**src/rtl/wb_dec_n_pkg.sv**
```systemverilog
// Shared types and default memory map for the Wishbone address decoder.
// Slot order: 0 = ROM, 1 = RAM, 2 = PERIPH, 3 = SDRAM.
package wb_dec_n_pkg;

  typedef enum logic [1:0] {
    ST_IDLE = 2'd0,
    ST_BUSY = 2'd1,
    ST_DONE = 2'd2,
    ST_ERR  = 2'd3
  } state_e;

  localparam int DEF_SLAVES = 4;
  localparam int DEF_ADR_W  = 30;

  // Word-address windows; the mask keeps the bits above each region size.
  localparam logic [DEF_ADR_W-1:0] ROM_BASE    = 30'h0000_0000;
  localparam logic [DEF_ADR_W-1:0] ROM_MASK    = 30'h3FFF_FC00;
  localparam logic [DEF_ADR_W-1:0] RAM_BASE    = 30'h0000_0400;
  localparam logic [DEF_ADR_W-1:0] RAM_MASK    = 30'h3FFF_FC00;
  localparam logic [DEF_ADR_W-1:0] PERIPH_BASE = 30'h0000_0800;
  localparam logic [DEF_ADR_W-1:0] PERIPH_MASK = 30'h3FFF_F800;
  localparam logic [DEF_ADR_W-1:0] SDRAM_BASE  = 30'h0000_8000;
  localparam logic [DEF_ADR_W-1:0] SDRAM_MASK  = 30'h3FFF_8000;

  localparam logic [DEF_SLAVES*DEF_ADR_W-1:0] DEF_BASE =
    {SDRAM_BASE, PERIPH_BASE, RAM_BASE, ROM_BASE};
  localparam logic [DEF_SLAVES*DEF_ADR_W-1:0] DEF_MASK =
    {SDRAM_MASK, PERIPH_MASK, RAM_MASK, ROM_MASK};

  // Bits needed to hold values 0 .. value-1.
  function automatic int clog2(input int value);
    int res;
    res = 0;
    for (int v = value - 1; v > 0; v = v >> 1) begin
      res++;
    end
    return res;
  endfunction

endpackage

```
**src/rtl/wb_dec_n_match.sv**
```systemverilog
// Combinational priority address matcher: one-hot select of the lowest
// matching slot, plus a hit flag.
module wb_dec_n_match #(
  parameter int                          SLAVES = 4,
  parameter int                          ADR_W  = 30,
  parameter logic [SLAVES*ADR_W-1:0]     BASE   = '0,
  parameter logic [SLAVES*ADR_W-1:0]     MASK   = '0
) (
  input  logic [ADR_W-1:0]  adr_i,
  output logic [SLAVES-1:0] sel_o,
  output logic              hit_o
);

  // Scan from the top so the lowest matching index overwrites the rest.
  always_comb begin
    sel_o = '0;
    for (int i = SLAVES - 1; i >= 0; i--) begin
      if (((adr_i ^ BASE[i*ADR_W +: ADR_W]) & MASK[i*ADR_W +: ADR_W]) == '0) begin
        sel_o    = '0;
        sel_o[i] = 1'b1;
      end
    end
  end

  assign hit_o = |sel_o;

endmodule

```
**src/rtl/wb_dec_n.sv**
```systemverilog
// Wishbone classic decoder/router: one master to SLAVES slaves, with
// registered select and bus-error termination for unmapped or silent slaves.
module wb_dec_n
  import wb_dec_n_pkg::*;
#(
  parameter int                      SLAVES  = 4,
  parameter int                      ADR_W   = 30,
  parameter logic [SLAVES*ADR_W-1:0] BASE    = DEF_BASE,
  parameter logic [SLAVES*ADR_W-1:0] MASK    = DEF_MASK,
  parameter int                      TIMEOUT = 255,
  parameter logic [31:0]             ERR_DAT = 32'hFFFF_FFFF
) (
  input  logic                 clk_i,
  input  logic                 rst_i,
  input  logic                 cyc_i,
  input  logic                 stb_i,
  input  logic [ADR_W-1:0]     adr_i,
  output logic                 ack_o,
  output logic                 err_o,
  output logic [31:0]          dat_o,
  output logic [SLAVES-1:0]    slv_stb_o,
  input  logic [SLAVES-1:0]    slv_ack_i,
  input  logic [32*SLAVES-1:0] slv_dat_i
);

  localparam int               CNT_W   = clog2(TIMEOUT);
  localparam logic [CNT_W-1:0] CNT_MAX = CNT_W'(TIMEOUT - 1);

  state_e            state_q, state_d;
  logic [SLAVES-1:0] sel_q, sel_d;
  logic [CNT_W-1:0]  cnt_q, cnt_d;
  logic [31:0]       dat_q, dat_d;

  logic [SLAVES-1:0] match_sel;
  logic              match_hit;
  logic [31:0]       sel_dat;

  wb_dec_n_match #(
    .SLAVES (SLAVES),
    .ADR_W  (ADR_W),
    .BASE   (BASE),
    .MASK   (MASK)
  ) u_match (
    .adr_i  (adr_i),
    .sel_o  (match_sel),
    .hit_o  (match_hit)
  );

  // sel_q is one-hot, so an AND-OR mux picks the selected slave's data.
  always_comb begin
    sel_dat = '0;
    for (int i = 0; i < SLAVES; i++) begin
      if (sel_q[i]) sel_dat = sel_dat | slv_dat_i[i*32 +: 32];
    end
  end

  always_comb begin
    state_d = state_q;
    sel_d   = sel_q;
    cnt_d   = cnt_q;
    dat_d   = dat_q;
    unique case (state_q)
      ST_IDLE: begin
        if (cyc_i && stb_i) begin
          if (match_hit) begin
            sel_d   = match_sel;
            cnt_d   = '0;
            state_d = ST_BUSY;
          end else begin
            dat_d   = ERR_DAT;
            state_d = ST_ERR;
          end
        end
      end
      ST_BUSY: begin
        if (!cyc_i) begin
          state_d = ST_IDLE;
        end else begin
          cnt_d = cnt_q + CNT_W'(1);
          // Ack takes priority over a timeout landing in the same cycle.
          if (|(slv_ack_i & sel_q)) begin
            dat_d   = sel_dat;
            state_d = ST_DONE;
          end else if (cnt_q == CNT_MAX) begin
            dat_d   = ERR_DAT;
            state_d = ST_ERR;
          end
        end
      end
      default: state_d = ST_IDLE;
    endcase
  end

  always_ff @(posedge clk_i or negedge rst_i) begin
    if (!rst_i) begin
      state_q <= ST_IDLE;
      sel_q   <= '0;
      cnt_q   <= '0;
      dat_q   <= '0;
    end else begin
      state_q <= state_d;
      sel_q   <= sel_d;
      cnt_q   <= cnt_d;
      dat_q   <= dat_d;
    end
  end

  assign ack_o     = (state_q == ST_DONE);
  assign err_o     = (state_q == ST_ERR);
  assign dat_o     = dat_q;
  assign slv_stb_o = (state_q == ST_BUSY && cyc_i) ? sel_q : '0;

endmodule

```
**config.mk**
```make
export PLATFORM = sky130hd
export DESIGN_NAME = wb_dec_n
export DESIGN_NICKNAME = d
export VERILOG_FILES = /design/src/rtl/wb_dec_n_pkg.sv /design/src/rtl/wb_dec_n_match.sv /design/src/rtl/wb_dec_n.sv
export SDC_FILE = /design/constraint.sdc
export NUM_CORES = 1
export LEC_CHECK = 0
export BUFFER_PORTS_ARGS = -buffer_cell sky130_fd_sc_hd__buf_2
export CORE_UTILIZATION = 31
export CTS_CLUSTER_SIZE = 12
export DETAILED_ROUTE_END_ITERATION = 7
export GPL_ROUTABILITY_DRIVEN = 0
export GPL_TIMING_DRIVEN = 0
export PLACE_DENSITY = 0.69
export SYNTH_ARGS = -nofsm -noshare
export SYNTH_HDL_FRONTEND = slang
export SYNTH_SLANG_ARGS = --single-unit
```
**constraint.sdc**
```tcl
create_clock -name clk_i -period 5.4 [get_ports clk_i]
set_input_delay 1.35 -clock clk_i [delete_from_list [all_inputs] [get_ports clk_i]]
set_output_delay 1.35 -clock clk_i [all_outputs]
set_load 0.005 [all_outputs]
```
---- Yosys cells after proc, flatten, opt, wreduce, memory -nomap -nowiden ----
Cells that the tools add are included.
Widths: inputs -> output; s select.
cells by class
  add/sub/neg operators ................... 1
  equality and inequality tests ........... 10
  multiplexer cells ....................... 25
  bitwise gates (word level) .............. 7
  reduce and logical (&&, ||, !) cells .... 14
operators by type and width
  operator             count
  $mux 32              9
  $logic_not 30->1     4
  $or 32x32->32        3
  $pmux 32 s2          1
  $mux 8               3
  $mux 4               5
  $pmux 8 s2           1
  $mux 2               5
  $add 8x1->8 const B  1
  $eq 8x8->1 const B   1
  $ne 2x2->1 const B   4
  $reduce_or 4->1      2
  $reduce_and 5->1     1
  $and 4x4->4          1
  $eq 2x2->1 const B   2
  $ne 4x4->1 const B   1
  $pmux 2 s2           1
  $reduce_and 4->1     1
  $ne 3x3->1 const B   1
  $not 1->1            3
  $reduce_and 3->1     1
  $eq 2x1->1 const B   1
  $logic_and 1x1->1    2
  $logic_not 2->1      1
  2 further kinds      2
storage, ports and cells
  register bits after elaboration ......... 46
  logic and storage cells ................. 61

---- Logic depth before layout (Yosys ltp) ----
  depth after elaboration ................. 10
  mapped depth ............................ 6

---- Modules after synthesis ----
A second synthesis with hierarchy kept.
unflattened totals
  cells, all modules ...................... 240
  area total of the unflattened synthesis .. 2705.1 µm²
by module, submodules not included
  module          instances  cells each  area each (µm²)
  wb_dec_n        1          225         2606.2
  wb_dec_n_match  1          15          98.8

---- Least setup slack after synthesis ----
OpenSTA, ideal clock, no wires.
  path kind ............................... input -> output
  start point ............................. in cyc_i
  end point ............................... out slv_stb_o[0]
  data arrival time ....................... 1.502 ns
  path slack .............................. 2.548 ns
  stages on the path ...................... 1
  cells stage by stage .................... and3_1
between the ends
  longest elaborated chain between the ends .. 2
ends and longest elaborated chain
  what                line             text
  start: declaration  wb_dec_n.sv:15   input logic cyc_i,
  $logic_and 1x1->1   wb_dec_n.sv:111  assign slv_stb_o = (state_q == ST_BUSY && cyc_i) ? sel_q : '0;
  $mux 4              wb_dec_n.sv:111
  end: declaration    wb_dec_n.sv:21   output logic [SLAVES-1:0] slv_stb_o,
Every way passes these cells.

---- Worst setup path after layout ----
  start point ............................. reg sel_q[1]
  end point ............................... out slv_stb_o[1]
between the ends
  longest elaborated chain between the ends .. 1
ends and longest elaborated chain
  what                      line             text
  start: declaration        wb_dec_n.sv:30   logic [SLAVES-1:0] sel_q, sel_d;
  start signal: assignment  wb_dec_n.sv:102  sel_q <= sel_d;
  $mux 4                    wb_dec_n.sv:111
Every way passes these cells.

==> impl_results.md <==
* Die span in x at 94.5 um
* Starting DRT DRC Count at 116
* Syn Std Cell Area at 0.00265 mm^2
* Area of the multi-input gates at 0.00139 mm^2
* WL per Instance at 17.1 um
* Antenna cell count at 0
* DRC Markers at 0
* Setup Crit Path Kind: reg -> out
* RR Endpoint: dat_o[5]
* Clock root buffer: clkbuf_8
* Largest net degree at the start of global routing at 47
* Warnings, synthesis at 0
* Sequential Area at 0.00115 mm^2
* Vias per std cell at 5.42
* Measured slew at the worst slew-check pin at 1.02 ns
* Pwr per Cell Area at 186 mW/mm^2
* Ports at 204
* Crit-path max FO at 10
* Slew headroom at 32.2%
* Register area share after synthesis at 43.4%
* PortBufs at 193
* Leak Pwr at 1.63 nW
* Overall Global Routing Usage at 21.1%
* Hold Vio Cnt, Final at 0
* Cts hold-fix bufs at 0
* CP Launch Type: flop
* Hold Path End: dat_o[0]
* EDFF count, synth at 0
* Outcome: finished, final reports clean
* Drt pass-1 iters at 4
* F_max at 0.306 GHz
* Placement Cell Area at 0.00375 mm^2
* # Post-CTS Setup Buffers at 0
* Setup Skew at 0.0102 ns
* Max Cap Violations at 0
* Fin nets at 617
* HPWL Detailed at 7330 um
* Final ANT Viol Nets at 0
* Tot Pwr at 713 uW
* Worst-Skew Late Latency at 0.30 ns
* Top FF cell, synth: dfrtp_1
* Sink Count at 46
* Syn Area/Cell at 10.6 um^2
* GR Overflow Total at 0
* Worst Min Path Start: dat_o[0]
* Endpoints failing setup at 0
* Core area at 0.00826 mm^2
* Final critical-path required period at 3.27 ns
* Final hold slack at 0.496 ns
* Setup_tns at 0 ns
* R2R cell count at 6
* H-Tree Depth at 2
* Post-synth ARST share at 100%
* Fin crit share at 60.5%
* CTS Buf Count at 5
* First-pass GRT wire length at 14400 um
* Routed via count at 3001
* Distinct cells, synth at 35
* R2R setup slack at 3.07 ns
* Die ar. at 0.00892 mm^2
* Hold Crit Class: reg -> reg
* Synthesized net count at 417
* Number of global-route vias before repair at 2829
* Cell Rows at 33
* Crit. End Element: primary output
* CTS tree: built
* Initial core utilization at 32.1%
* Crit path DAT at 1.92 ns
* Share of cells above drive strength 1 at 47.7%
* Fin. max-slew vios at 0
* Syn Inst Count at 249
* Initial antenna violation count at 0
* Die Y-Extent at 94.5 um
* Clock Path Buffers at 2
* Fillers at 837
* Worst EP required at 4.05 ns
* DRT Wirelength at 9450 um
* Design area at 0.00383 mm^2
* Worst-path clk slew at 0.08 ns
* RSZ-0062 raised after global routing: no
* Post-cts sizing count at 0
* #FFs+latches synth at 46
* VDD IR max at 0.0000942 V
* Area Growth Syn to Fin at 44.4%
* Worst r2r src: sel_q[3]
* Worst hold stages at 1
* Worst setup path startpoint: sel_q[1]
==> layout make-up <==
type	count	area share, %
plain buffers	22	2.78
well taps	105	3.43
repair buffers	193	25.2
inverters	2	0.196
flip-flops and latches	46	30.1
clock inverters	1	0.196
multi-input cells	179	36.2
clock buffers	6	1.90
==> worst max path at each step <==
stage / slack (ns) / cells after the start / end
after floorplan: 2.55 / 1 / slv_stb_o[0]
after global placement: 2.29 / 3 / slv_stb_o[2]
after detailed placement: 2.26 / 6 / dat_o[5]
after CTS: 2.10 / 4 / slv_stb_o[1]
after global routing: 1.99 / 4 / slv_stb_o[1]
final: 2.13 / 4 / slv_stb_o[1]
==> where the power goes <==
group          total [mW]  internal (mW)  leakage, nW  switching, mW
logic               0.131         0.0710         1.12         0.0602
clock network       0.203         0.0889       0.0373          0.114
registers           0.378          0.357        0.470         0.0210
==> metal layers <==
layer | GRT usage, % | routed length, um
met1 | 26.4 | 4120
met2 | 38.8 | 4670
met3 | 2.98 | 568
met4 | 3.91 | 95
met5 | 0 | 0
==> stage by stage <==
step | utilization (%) | cells | setup slack, ns
3_5_place_dp | 45.4 | 547 | 2.26
4_1_cts | 46.3 | 554 | 2.10
2_1_floorplan | - | 249 | 2.55
3_3_place_gp | 45.4 | 547 | 2.29
5_1_grt | 46.3 | 554 | 1.99
6_report | 46.3 | 554 | 2.13
==> cell usage in the layout (no fill, tap or decap), types with 2 or more instances in the layout <==
| cell | instances |
|---|---|
| nor3_1 | 4 |
| buf_4 | 2 |
| o21ai_0 | 11 |
| a22o_1 | 27 |
| a22oi_1 | 16 |
| nand3b_1 | 2 |
| nor2_1 | 6 |
| buf_2 | 194 |
| nor4_4 | 2 |
| nand2_1 | 6 |
| dfrtp_1 | 46 |
| inv_1 | 2 |
| a2bb2oi_1 | 24 |
| nor2b_1 | 2 |
| a21oi_1 | 5 |
| clkbuf_1 | 18 |
| buf_6 | 2 |
| ha_1 | 2 |
| or3_1 | 6 |
| a221oi_1 | 24 |
| clkbuf_8 | 5 |
| mux2_2 | 3 |
| and3_1 | 6 |
| mux2_1 | 5 |
| nand3_1 | 17 |
==> logic make-up (layout without fill, tap and decap cells) <==
family / count (synthesis) / after routing / synth area share [%]
simple gates: 57 / 57 / 13.2
flops: 46 / 46 / 43.4
mux: 8 / 8 / 3.40
buf+inv: 24 / 224 / 4.30
fa+ha+maj: 2 / 2 / 0.944
compound gates: 112 / 112 / 34.7
==> synthesized netlist by cell type, drive strengths merged (2+ instances only) <==
library cell,number,area share (%)
nor2b,2,0.47
buf,5,1.6
a22o,27,8.9
nand3,17,3.2
nand3b,2,0.57
a2bb2oi,24,7.9
nor2,6,0.85
a21oi,5,0.94
nand2,6,0.85
mux2,8,3.4
o21ai,12,2.3
and3,6,1.4
a22oi,16,4.5
inv,2,0.28
or3,6,1.4
nor3,4,0.76
ha,2,0.94
clkbuf,17,2.4
dfrtp,46,43
a221oi,25,8.5
nor4,3,2.1
==> critical path, cell delays in order (launching register included) <==
cell      delay, ns
dfrtp_1        0.33
clkbuf_1       0.41
clkbuf_1       0.53
and3_1         0.25
buf_2          0.11
==> state kept, by name (all words and copies together) (netlist names) <==
signal and flops:
cnt_q 8, dat_o 32, sel_q 4, state_q 2
No activity file was read; power rests on OpenSTA's default activity.
